--- config.mk ---
export PLATFORM = sky130hd
export DESIGN_NAME = stat_graph
export DESIGN_NICKNAME = d
export VERILOG_FILES = /design/src/rtl/stat_graph_pkg.sv /design/src/rtl/stat_history_ram.sv /design/src/rtl/stat_graph.sv
export SDC_FILE = /design/constraint.sdc
export NUM_CORES = 2
export LEC_CHECK = 0
export ABC_CLOCK_PERIOD_IN_PS = 25200
export CORE_ASPECT_RATIO = 1.75
export CORE_MARGIN = 4
export CORE_UTILIZATION = 35
export DETAILED_ROUTE_END_ITERATION = 8
export SYNTH_ARGS = -nofsm -noshare
export SYNTH_HDL_FRONTEND = slang
export SYNTH_SLANG_ARGS = --single-unit
--- constraint.sdc ---
create_clock -name clk_65mhz -period 25.2 [get_ports clk_65mhz]
set_input_delay 7.56 -clock clk_65mhz [delete_from_list [all_inputs] [get_ports clk_65mhz]]
set_output_delay 7.56 -clock clk_65mhz [all_outputs]
set_load 0.005 [all_outputs]
--- src/rtl/stat_graph_pkg.sv ---
// Shared screen geometry, colour type and FSM encoding for the statistics graph overlay.
package stat_graph_pkg;

  localparam int SCREEN_WIDTH  = 1024;
  localparam int SCREEN_HEIGHT = 768;

  typedef logic [11:0] color_t;

  typedef enum logic [1:0] {
    ST_IDLE,
    ST_ACCUM,
    ST_COMMIT,
    ST_SCAN
  } state_e;

  localparam color_t AXIS_COLOR = 12'hFFF;
  localparam color_t GRID_COLOR = 12'h444;

  // Smallest s such that (max_v >> s) fits below the plot height.
  function automatic logic [4:0] calc_shift(input logic [31:0] max_v, input int h);
    logic [4:0] s;
    s = 5'd0;
    for (int i = 31; i >= 0; i--)
      if ((max_v >> i) < 32'(h)) s = 5'(i);
    return s;
  endfunction

endpackage

--- src/rtl/stat_history_ram.sv ---
// Sample history ring: one write port, render and scan read ports, per-entry valid bits.
module stat_history_ram
  import stat_graph_pkg::*;
#(
  parameter int NUM_CH  = 2,
  parameter int DEPTH   = 25,
  parameter int COUNT_W = 16,
  parameter int AW      = (DEPTH > 1) ? $clog2(DEPTH) : 1
) (
  input  logic                            clk,
  input  logic                            rst,
  input  logic                            wr_en,
  input  logic [AW-1:0]                   wr_addr,
  input  logic [NUM_CH-1:0][COUNT_W-1:0]  wr_data,
  input  logic [AW-1:0]                   rd_addr,
  output logic [NUM_CH-1:0][COUNT_W-1:0]  rd_data,
  output logic                            rd_valid,
  input  logic [AW-1:0]                   scan_addr,
  output logic [NUM_CH-1:0][COUNT_W-1:0]  scan_data,
  output logic                            scan_valid
);

  // Data is left unreset; valid bits gate every consumer.
  logic [NUM_CH-1:0][COUNT_W-1:0] mem [DEPTH];
  logic [DEPTH-1:0]               valid_q, valid_d;

  always_ff @(posedge clk)
    if (wr_en) mem[wr_addr] <= wr_data;

  always_comb begin
    valid_d = valid_q;
    if (wr_en) valid_d[wr_addr] = 1'b1;
  end

  always_ff @(posedge clk or posedge rst)
    if (rst) valid_q <= '0;
    else     valid_q <= valid_d;

  assign rd_data    = mem[rd_addr];
  assign rd_valid   = valid_q[rd_addr];
  assign scan_data  = mem[scan_addr];
  assign scan_valid = valid_q[scan_addr];

endmodule

--- src/rtl/stat_graph.sv ---
// Per-channel strobe tally sampled every SAMPLE_PERIOD frames and drawn as an auto-scaled point graph.
// Optional grid rows are enabled with the STAT_GRAPH_GRID_EN macro.
module stat_graph
  import stat_graph_pkg::*;
#(
  parameter int NUM_CH         = 2,
  parameter int HISTORY_LEN    = 25,
  parameter int LOG_SAMPLE_PIX = 3,
  parameter int GRAPH_X        = 800,
  parameter int GRAPH_Y        = 32,
  parameter int GRAPH_H        = 200,
  parameter int SAMPLE_PERIOD  = 32,
  parameter int COUNT_W        = 16,
  parameter logic [NUM_CH-1:0][11:0] CH_COLOR = {12'h0F0, 12'hF00}
) (
  input  logic              clk_65mhz,
  input  logic              rst_in,
  input  logic [10:0]       hcount_in,
  input  logic [9:0]        vcount_in,
  input  logic [NUM_CH-1:0] ch_strobe_in,
  input  logic              freeze_in,
  output logic [11:0]       pix_out,
  output logic              busy_out
);

  localparam int GRAPH_W = HISTORY_LEN << LOG_SAMPLE_PIX;
  localparam int AW      = (HISTORY_LEN > 1) ? $clog2(HISTORY_LEN) : 1;
  localparam int FC_W    = (SAMPLE_PERIOD > 1) ? $clog2(SAMPLE_PERIOD) : 1;
  localparam logic [COUNT_W-1:0] CNT_MAX = '1;

  typedef logic [NUM_CH-1:0][COUNT_W-1:0] sample_t;

  logic [31:0] hx, vy;
  logic        active, eof, frame_zero, commit;

  assign hx     = 32'(hcount_in);
  assign vy     = 32'(vcount_in);
  assign active = (hx < SCREEN_WIDTH) && (vy < SCREEN_HEIGHT);
  assign eof    = (hx == SCREEN_WIDTH - 1) && (vy == SCREEN_HEIGHT - 1);

  // ---------------- frame counter and accumulators ----------------
  logic [FC_W-1:0] frame_cnt_q, frame_cnt_d;
  sample_t         acc_q, acc_d, acc_sum;
  logic [AW-1:0]   wr_ptr_q, wr_ptr_d;

  assign frame_zero = (frame_cnt_q == '0);
  assign commit     = eof && frame_zero && !freeze_in;

  always_comb begin
    frame_cnt_d = frame_cnt_q;
    if (eof)
      frame_cnt_d = (frame_cnt_q == FC_W'(SAMPLE_PERIOD - 1)) ? '0 : frame_cnt_q + FC_W'(1);
  end

  // acc_sum includes the current pixel so the EOF strobe lands in the committed sample.
  always_comb begin
    acc_sum = acc_q;
    for (int i = 0; i < NUM_CH; i++)
      if (ch_strobe_in[i] && acc_q[i] != CNT_MAX) acc_sum[i] = acc_q[i] + COUNT_W'(1);
    acc_d = acc_q;
    if (frame_zero && active) acc_d = eof ? '0 : acc_sum;
  end

  always_comb begin
    wr_ptr_d = wr_ptr_q;
    if (commit)
      wr_ptr_d = (wr_ptr_q == AW'(HISTORY_LEN - 1)) ? '0 : wr_ptr_q + AW'(1);
  end

  // ---------------- history ring ----------------
  logic [AW-1:0] rd_addr, scan_idx_q, scan_idx_d;
  sample_t       rd_data, scan_data;
  logic          rd_valid, scan_valid;

  stat_history_ram #(
    .NUM_CH (NUM_CH),
    .DEPTH  (HISTORY_LEN),
    .COUNT_W(COUNT_W),
    .AW     (AW)
  ) u_hist (
    .clk       (clk_65mhz),
    .rst       (rst_in),
    .wr_en     (commit),
    .wr_addr   (wr_ptr_q),
    .wr_data   (acc_sum),
    .rd_addr   (rd_addr),
    .rd_data   (rd_data),
    .rd_valid  (rd_valid),
    .scan_addr (scan_idx_q),
    .scan_data (scan_data),
    .scan_valid(scan_valid)
  );

  // ---------------- FSM ----------------
  state_e state_q, state_d;
  logic   scan_last, scan_start, scan_run;

  assign scan_last = (scan_idx_q == AW'(HISTORY_LEN - 1));

  always_ff @(posedge clk_65mhz or posedge rst_in)
    if (rst_in) state_q <= ST_IDLE;
    else        state_q <= state_d;

  always_comb begin
    state_d = state_q;
    case (state_q)
      ST_IDLE:   if (commit) state_d = ST_COMMIT;
                 else if (frame_zero && !eof) state_d = ST_ACCUM;
      ST_ACCUM:  if (eof) state_d = commit ? ST_COMMIT : ST_IDLE;
      ST_COMMIT: state_d = ST_SCAN;
      ST_SCAN:   if (scan_last) state_d = ST_IDLE;
      default:   state_d = ST_IDLE;
    endcase
  end

  always_comb begin
    busy_out   = (state_q == ST_SCAN);
    scan_start = (state_q == ST_COMMIT);
    scan_run   = (state_q == ST_SCAN);
  end

  // ---------------- rescale scan ----------------
  logic [COUNT_W-1:0] max_q, max_d, cand_max;
  logic [4:0]         shift_q, shift_d;

  always_comb begin
    cand_max = max_q;
    if (scan_valid)
      for (int i = 0; i < NUM_CH; i++)
        if (scan_data[i] > cand_max) cand_max = scan_data[i];
    max_d      = max_q;
    shift_d    = shift_q;
    scan_idx_d = scan_idx_q;
    if (scan_start) begin
      max_d      = '0;
      scan_idx_d = '0;
    end else if (scan_run) begin
      max_d      = cand_max;
      scan_idx_d = scan_idx_q + AW'(1);
      if (scan_last) shift_d = calc_shift(32'(cand_max), GRAPH_H);
    end
  end

  // ---------------- render ----------------
  logic        in_x_span, in_plot, axis_hit, pt_hit, grid_hit;
  logic [AW-1:0] col;
  logic [AW:0]   idx_sum;
  color_t      pt_color, pix_q, pix_d;

  assign in_x_span = (hx >= GRAPH_X) && (hx < GRAPH_X + GRAPH_W);
  assign in_plot   = (hx > GRAPH_X) && (hx < GRAPH_X + GRAPH_W) &&
                     (vy >= GRAPH_Y) && (vy < GRAPH_Y + GRAPH_H);
  assign axis_hit  = ((vy == GRAPH_Y + GRAPH_H) && in_x_span) ||
                     ((hx == GRAPH_X) && (vy >= GRAPH_Y) && (vy <= GRAPH_Y + GRAPH_H));

  // Column offset from wr_ptr puts the oldest sample at the left edge.
  always_comb begin
    col     = in_x_span ? AW'((hx - GRAPH_X) >> LOG_SAMPLE_PIX) : '0;
    idx_sum = {1'b0, wr_ptr_q} + {1'b0, col};
    if (idx_sum >= (AW+1)'(HISTORY_LEN)) rd_addr = AW'(idx_sum - (AW+1)'(HISTORY_LEN));
    else                                 rd_addr = idx_sum[AW-1:0];
  end

  always_comb begin
    pt_hit   = 1'b0;
    pt_color = '0;
    for (int i = NUM_CH - 1; i >= 0; i--)
      if (rd_valid && in_plot &&
          (vy + (32'(rd_data[i]) >> shift_q) == GRAPH_Y + GRAPH_H - 1)) begin
        pt_hit   = 1'b1;
        pt_color = CH_COLOR[i];
      end
  end

`ifdef STAT_GRAPH_GRID_EN
  assign grid_hit = in_plot && ((vy == GRAPH_Y) ||
                                (vy == GRAPH_Y + (1 * GRAPH_H) / 4) ||
                                (vy == GRAPH_Y + (2 * GRAPH_H) / 4) ||
                                (vy == GRAPH_Y + (3 * GRAPH_H) / 4));
`else
  assign grid_hit = 1'b0;
`endif

  always_comb begin
    pix_d = '0;
    if (axis_hit)      pix_d = AXIS_COLOR;
    else if (pt_hit)   pix_d = pt_color;
    else if (grid_hit) pix_d = GRID_COLOR;
  end

  assign pix_out = pix_q;

  // ---------------- state registers ----------------
  always_ff @(posedge clk_65mhz or posedge rst_in)
    if (rst_in) begin
      frame_cnt_q <= '0;
      acc_q       <= '0;
      wr_ptr_q    <= '0;
      scan_idx_q  <= '0;
      max_q       <= '0;
      shift_q     <= '0;
      pix_q       <= '0;
    end else begin
      frame_cnt_q <= frame_cnt_d;
      acc_q       <= acc_d;
      wr_ptr_q    <= wr_ptr_d;
      scan_idx_q  <= scan_idx_d;
      max_q       <= max_d;
      shift_q     <= shift_d;
      pix_q       <= pix_d;
    end

endmodule
==> results.sh <==
export IMPL_tns_ps=0
export IMPL_cts_tree="yes"
export IMPL_dr_total_vias=33000
export IMPL_slowest_stage="a211oi_1"
export IMPL_drtPass1Iterations=6
export IMPL_path_clk_slew_ps=70
export IMPL_hold_end="u_hist.valid_q[3]$_DFFE_PP0P_"
export IMPL_reg2regPathDepth=31
export IMPL_die_area_um2=142000
export IMPL_placed_area_um2=50200
export IMPL_grt_setup_unrepaired="false"
export IMPL_setup_viol=0
export IMPL_gp_congestion=0.989
export IMPL_post_route_min_period_ps=18400
export IMPL_leakage_nw=16.4
export IMPL_first_iter_violations=3550
export IMPL_p_sw_mw=0.663
export IMPL_pwr_share_comb_pct=4.7
export IMPL_pwr_share_clk_pct=42.4
export IMPL_internal_power_mw=2.36
export IMPL_crit_fanout=77
export IMPL_reg2reg_from="wr_ptr_q[1]$_DFFE_PP0P_"
export IMPL_numCtsBuffers=80
export IMPL_grt_overflow=0
export IMPL_regArea_um2=26500
export IMPL_whs_path_depth=1
export IMPL_row_count=178
export IMPL_antenna_found_initial=8
export IMPL_fin_util_pct=39.3
export IMPL_dpl_hpwl_um=103000
export IMPL_yosys_warnings=0
export IMPL_yosysSeqAreaShare_pct=55.7
export IMPL_grt_max_degree=105
export IMPL_instances_no_fill=5179
export IMPL_fill_cells=12600
export IMPL_outcome="finished clean"
export IMPL_via_per_inst=6.37
export IMPL_startpoint_type="input port"
export IMPL_syn_nets=3431
export IMPL_clk_latency_ps=690
export IMPL_area_growth_pct=11.3
export IMPL_post_route_drc_count=0
export IMPL_synth_area_um2=47500
export IMPL_finalHoldViolCount=0
export IMPL_layout_drive_gt1_share_pct=22.1
export IMPL_ys_seq_elements=897
export IMPL_grt_use_total_pct=23.8
export IMPL_drt_wl_total_um=171000
export IMPL_synth_flop_cell="edfxtp_1"
export IMPL_root_buffer="clkbuf_16"
export IMPL_ios=39
export IMPL_postLayoutCellArea_um2=52800
export IMPL_sw_frac_of_total_pct=22.0
export IMPL_avgSynthCellArea_um2=14.3
export IMPL_reg2reg_to="pix_out[10]$_DFF_PP0_"
export IMPL_ctsHoldBuffers=0
export IMPL_netlist_instances=3329
export IMPL_dp_cells=5029
export IMPL_ys_async_sr_fraction_pct=10.8
export IMPL_post_cts_setup_buffer_count=0
export IMPL_powerDensity_nw_per_um2=57.2
export IMPL_cts_resized=0
export IMPL_finalCritPeriodShare_pct=73.0
export IMPL_drv_slew=0
export IMPL_dieWidth_um=286
export IMPL_clockBufferDepth=3
export IMPL_die_h_um=495
export IMPL_nets=3413
export IMPL_finClkSkew_ps=36.4
export IMPL_io_buffers=38
export IMPL_drv_cap=0
export IMPL_grt_pass1_wl_um=242000
export IMPL_synth_edf_count=800
export IMPL_endpoint_kind="register"
export IMPL_core_area_um2=135000
export IMPL_crit_required_ps=25800
export IMPL_whs_ps=489
export IMPL_start_util_pct=35.3
export IMPL_htreeDepth=3
export IMPL_path_class="input port to register"
export IMPL_yosysUniqueCellTypes=117
export IMPL_arrival_ps=18990
export IMPL_slew_headroom_pct=8.36
export IMPL_tightest_slew_ps=1370
export IMPL_critPathMaxStageDelay_ps=1130
export IMPL_grt_pass1_vias=33500
export IMPL_p_seq_share_pct=52.9
export IMPL_ant_nets=0
export IMPL_min_delay_start="u_hist.valid_q[3]$_DFFE_PP0P_"
export IMPL_wl_per_cell_um=33.1
export IMPL_cts_sinks=897
export IMPL_peakVddDrop_mv=0.0442
export IMPL_fmax_mhz=54.4
export IMPL_hold_class="register to register"
export IMPL_regToRegSetupSlack_ps=14760
export IMPL_multi_input_area_um2=20000
Yosys cell counts (11+ instances only):
| master | number | area [um2] |
|---|---|---|
| xnor2_1 | 33 | 289 |
| o221ai_1 | 19 | 166 |
| a21o_1 | 22 | 165 |
| nor3_1 | 37 | 185 |
| clkbuf_1 | 116 | 435 |
| and4_1 | 13 | 114 |
| a21oi_1 | 85 | 425 |
| edfxtp_1 | 800 | 24000 |
| inv_1 | 53 | 199 |
| a211o_1 | 12 | 105 |
| o21bai_1 | 11 | 82.6 |
| a31oi_1 | 65 | 407 |
| or2_2 | 34 | 213 |
| buf_1 | 33 | 124 |
| mux4_2 | 327 | 7360 |
| a311oi_1 | 30 | 263 |
| mux2_2 | 47 | 529 |
| buf_2 | 58 | 290 |
| nand4_1 | 33 | 206 |
| xor2_1 | 20 | 175 |
| buf_6 | 11 | 124 |
| dfrtp_1 | 97 | 2430 |
| ha_1 | 73 | 913 |
| nor4_1 | 25 | 156 |
| a211oi_1 | 68 | 510 |
| o21ai_0 | 113 | 566 |
| o22ai_1 | 32 | 200 |
| nand2b_1 | 16 | 100 |
| o31ai_1 | 18 | 135 |
| o21a_1 | 22 | 165 |
| and3_1 | 58 | 363 |
| nand3_1 | 64 | 320 |
| mux2i_1 | 97 | 971 |
| buf_4 | 19 | 143 |
| a22o_1 | 31 | 272 |
| and2_1 | 12 | 75.1 |
| nor2_1 | 133 | 499 |
| o211ai_1 | 14 | 105 |
| o22a_1 | 20 | 175 |
| o32a_1 | 14 | 140 |
| nand2_1 | 350 | 1310 |
layer usage:
layer,GRT usage (%),vias to the layer above,share of wire [%]
li1,-,13400,-
met1,25.4,17000,32
met2,41.6,1901,50
met3,3.87,620,7.7
met4,19.2,6,9.7
met5,0,-,0.025
registers in the layout, summed over array words and instances (netlist names):
register / cells
max_q: 16
frame_cnt_q: 5
scan_idx_q: 5
shift_q: 4
u_hist.mem: 800
state_q: 2
pix_out: 3
acc_q: 32
u_hist.valid_q: 25
wr_ptr_q: 5
layout by cell type (no fill, tap or decap), drive strengths merged, types with 19 or more instances in the layout:
| cell type | synthesis | final |
|---|---|---|
| nand3 | 67 | 67 |
| mux4 | 327 | 327 |
| buf | 126 | 105 |
| xor2 | 20 | 20 |
| ha | 73 | 73 |
| mux2i | 98 | 98 |
| o22a | 20 | 20 |
| nor2 | 133 | 133 |
| or2 | 38 | 38 |
| inv | 56 | 59 |
| nor3 | 39 | 39 |
| and3 | 58 | 58 |
| nand4 | 33 | 33 |
| o21ai | 119 | 119 |
| nand2 | 353 | 353 |
| o31ai | 20 | 20 |
| mux2 | 56 | 56 |
| dfrtp | 97 | 97 |
| a211oi | 69 | 69 |
| clkbuf | 117 | 104 |
| nor4 | 27 | 27 |
| a311oi | 30 | 30 |
| o21a | 22 | 22 |
| clkdlybuf4s50 | 0 | 38 |
| o221ai | 19 | 19 |
| xnor2 | 33 | 33 |
| o22ai | 33 | 33 |
| a21o | 22 | 22 |
| a31oi | 65 | 65 |
| a22o | 31 | 31 |
| clkinv | 1 | 28 |
| edfxtp | 800 | 800 |
| a21oi | 86 | 86 |
per-stage QoR:
stage / total power [mW] / setup slack [ps]
floorplan: 1.72 / 9430
global placement: 1.77 / 6430
detailed placement: 1.77 / 6330
CTS: 3.03 / 6980
global route: 3.10 / 6150
finish: 3.02 / 6800
layout make-up:
cell class / count / area share, %
clock buffers: 104 / 4.16
diodes: 5 / 0.0237
well taps: 1800 / 4.26
repair buffers: 143 / 2.35
clock inverters: 41 / 0.879
multi-input cells: 2132 / 37.8
inverters: 57 / 0.410
flip-flops and latches: 897 / 50.1
cell families after synthesis:
kind of cell               after synthesis  synth area share (%)
AOI/OAI and AO/OA                      702                  11.1
xor gates and xnor gates                53                 0.978
adders and majority gates               76                  2.05
buffers and inverters                  300                  2.98
DFF                                    897                  55.7
muxes                                  481                  18.9
and+or+nand+nor                        820                  8.25
worst max-delay path, delay by kind of cell:
kind,cells,cell delay [ps]
adders and majority gates,6,2100
muxes,4,1560
buffers and inverters,4,790
and+or+nand+nor,8,2480
AOI/OAI and AO/OA,17,4340
how the worst max path moves through the flow:
stage	from	to	slack (ps)
floorplan	hcount_in[6]	pix_out[7]$_DFF_PP0_	9430
global placement	hcount_in[5]	pix_out[7]$_DFF_PP0_	6430
detailed placement	hcount_in[5]	pix_out[7]$_DFF_PP0_	6330
CTS	hcount_in[5]	pix_out[10]$_DFF_PP0_	6980
global route	hcount_in[5]	pix_out[10]$_DFF_PP0_	6150
finish	hcount_in[5]	pix_out[10]$_DFF_PP0_	6800
power groups by stage:
stage | Sequential [mW] | Clock [mW] | Combinational [mW]
5_1_grt | 1.60 | 1.35 | 0.152
4_1_cts | 1.60 | 1.29 | 0.141
3_5_place_dp | 1.63 | 0 | 0.140
3_3_place_gp | 1.63 | 0 | 0.140
6_report | 1.60 | 1.28 | 0.143
2_1_floorplan | 1.63 | 0 | 0.0893
(Power assumes the default switching activity.)
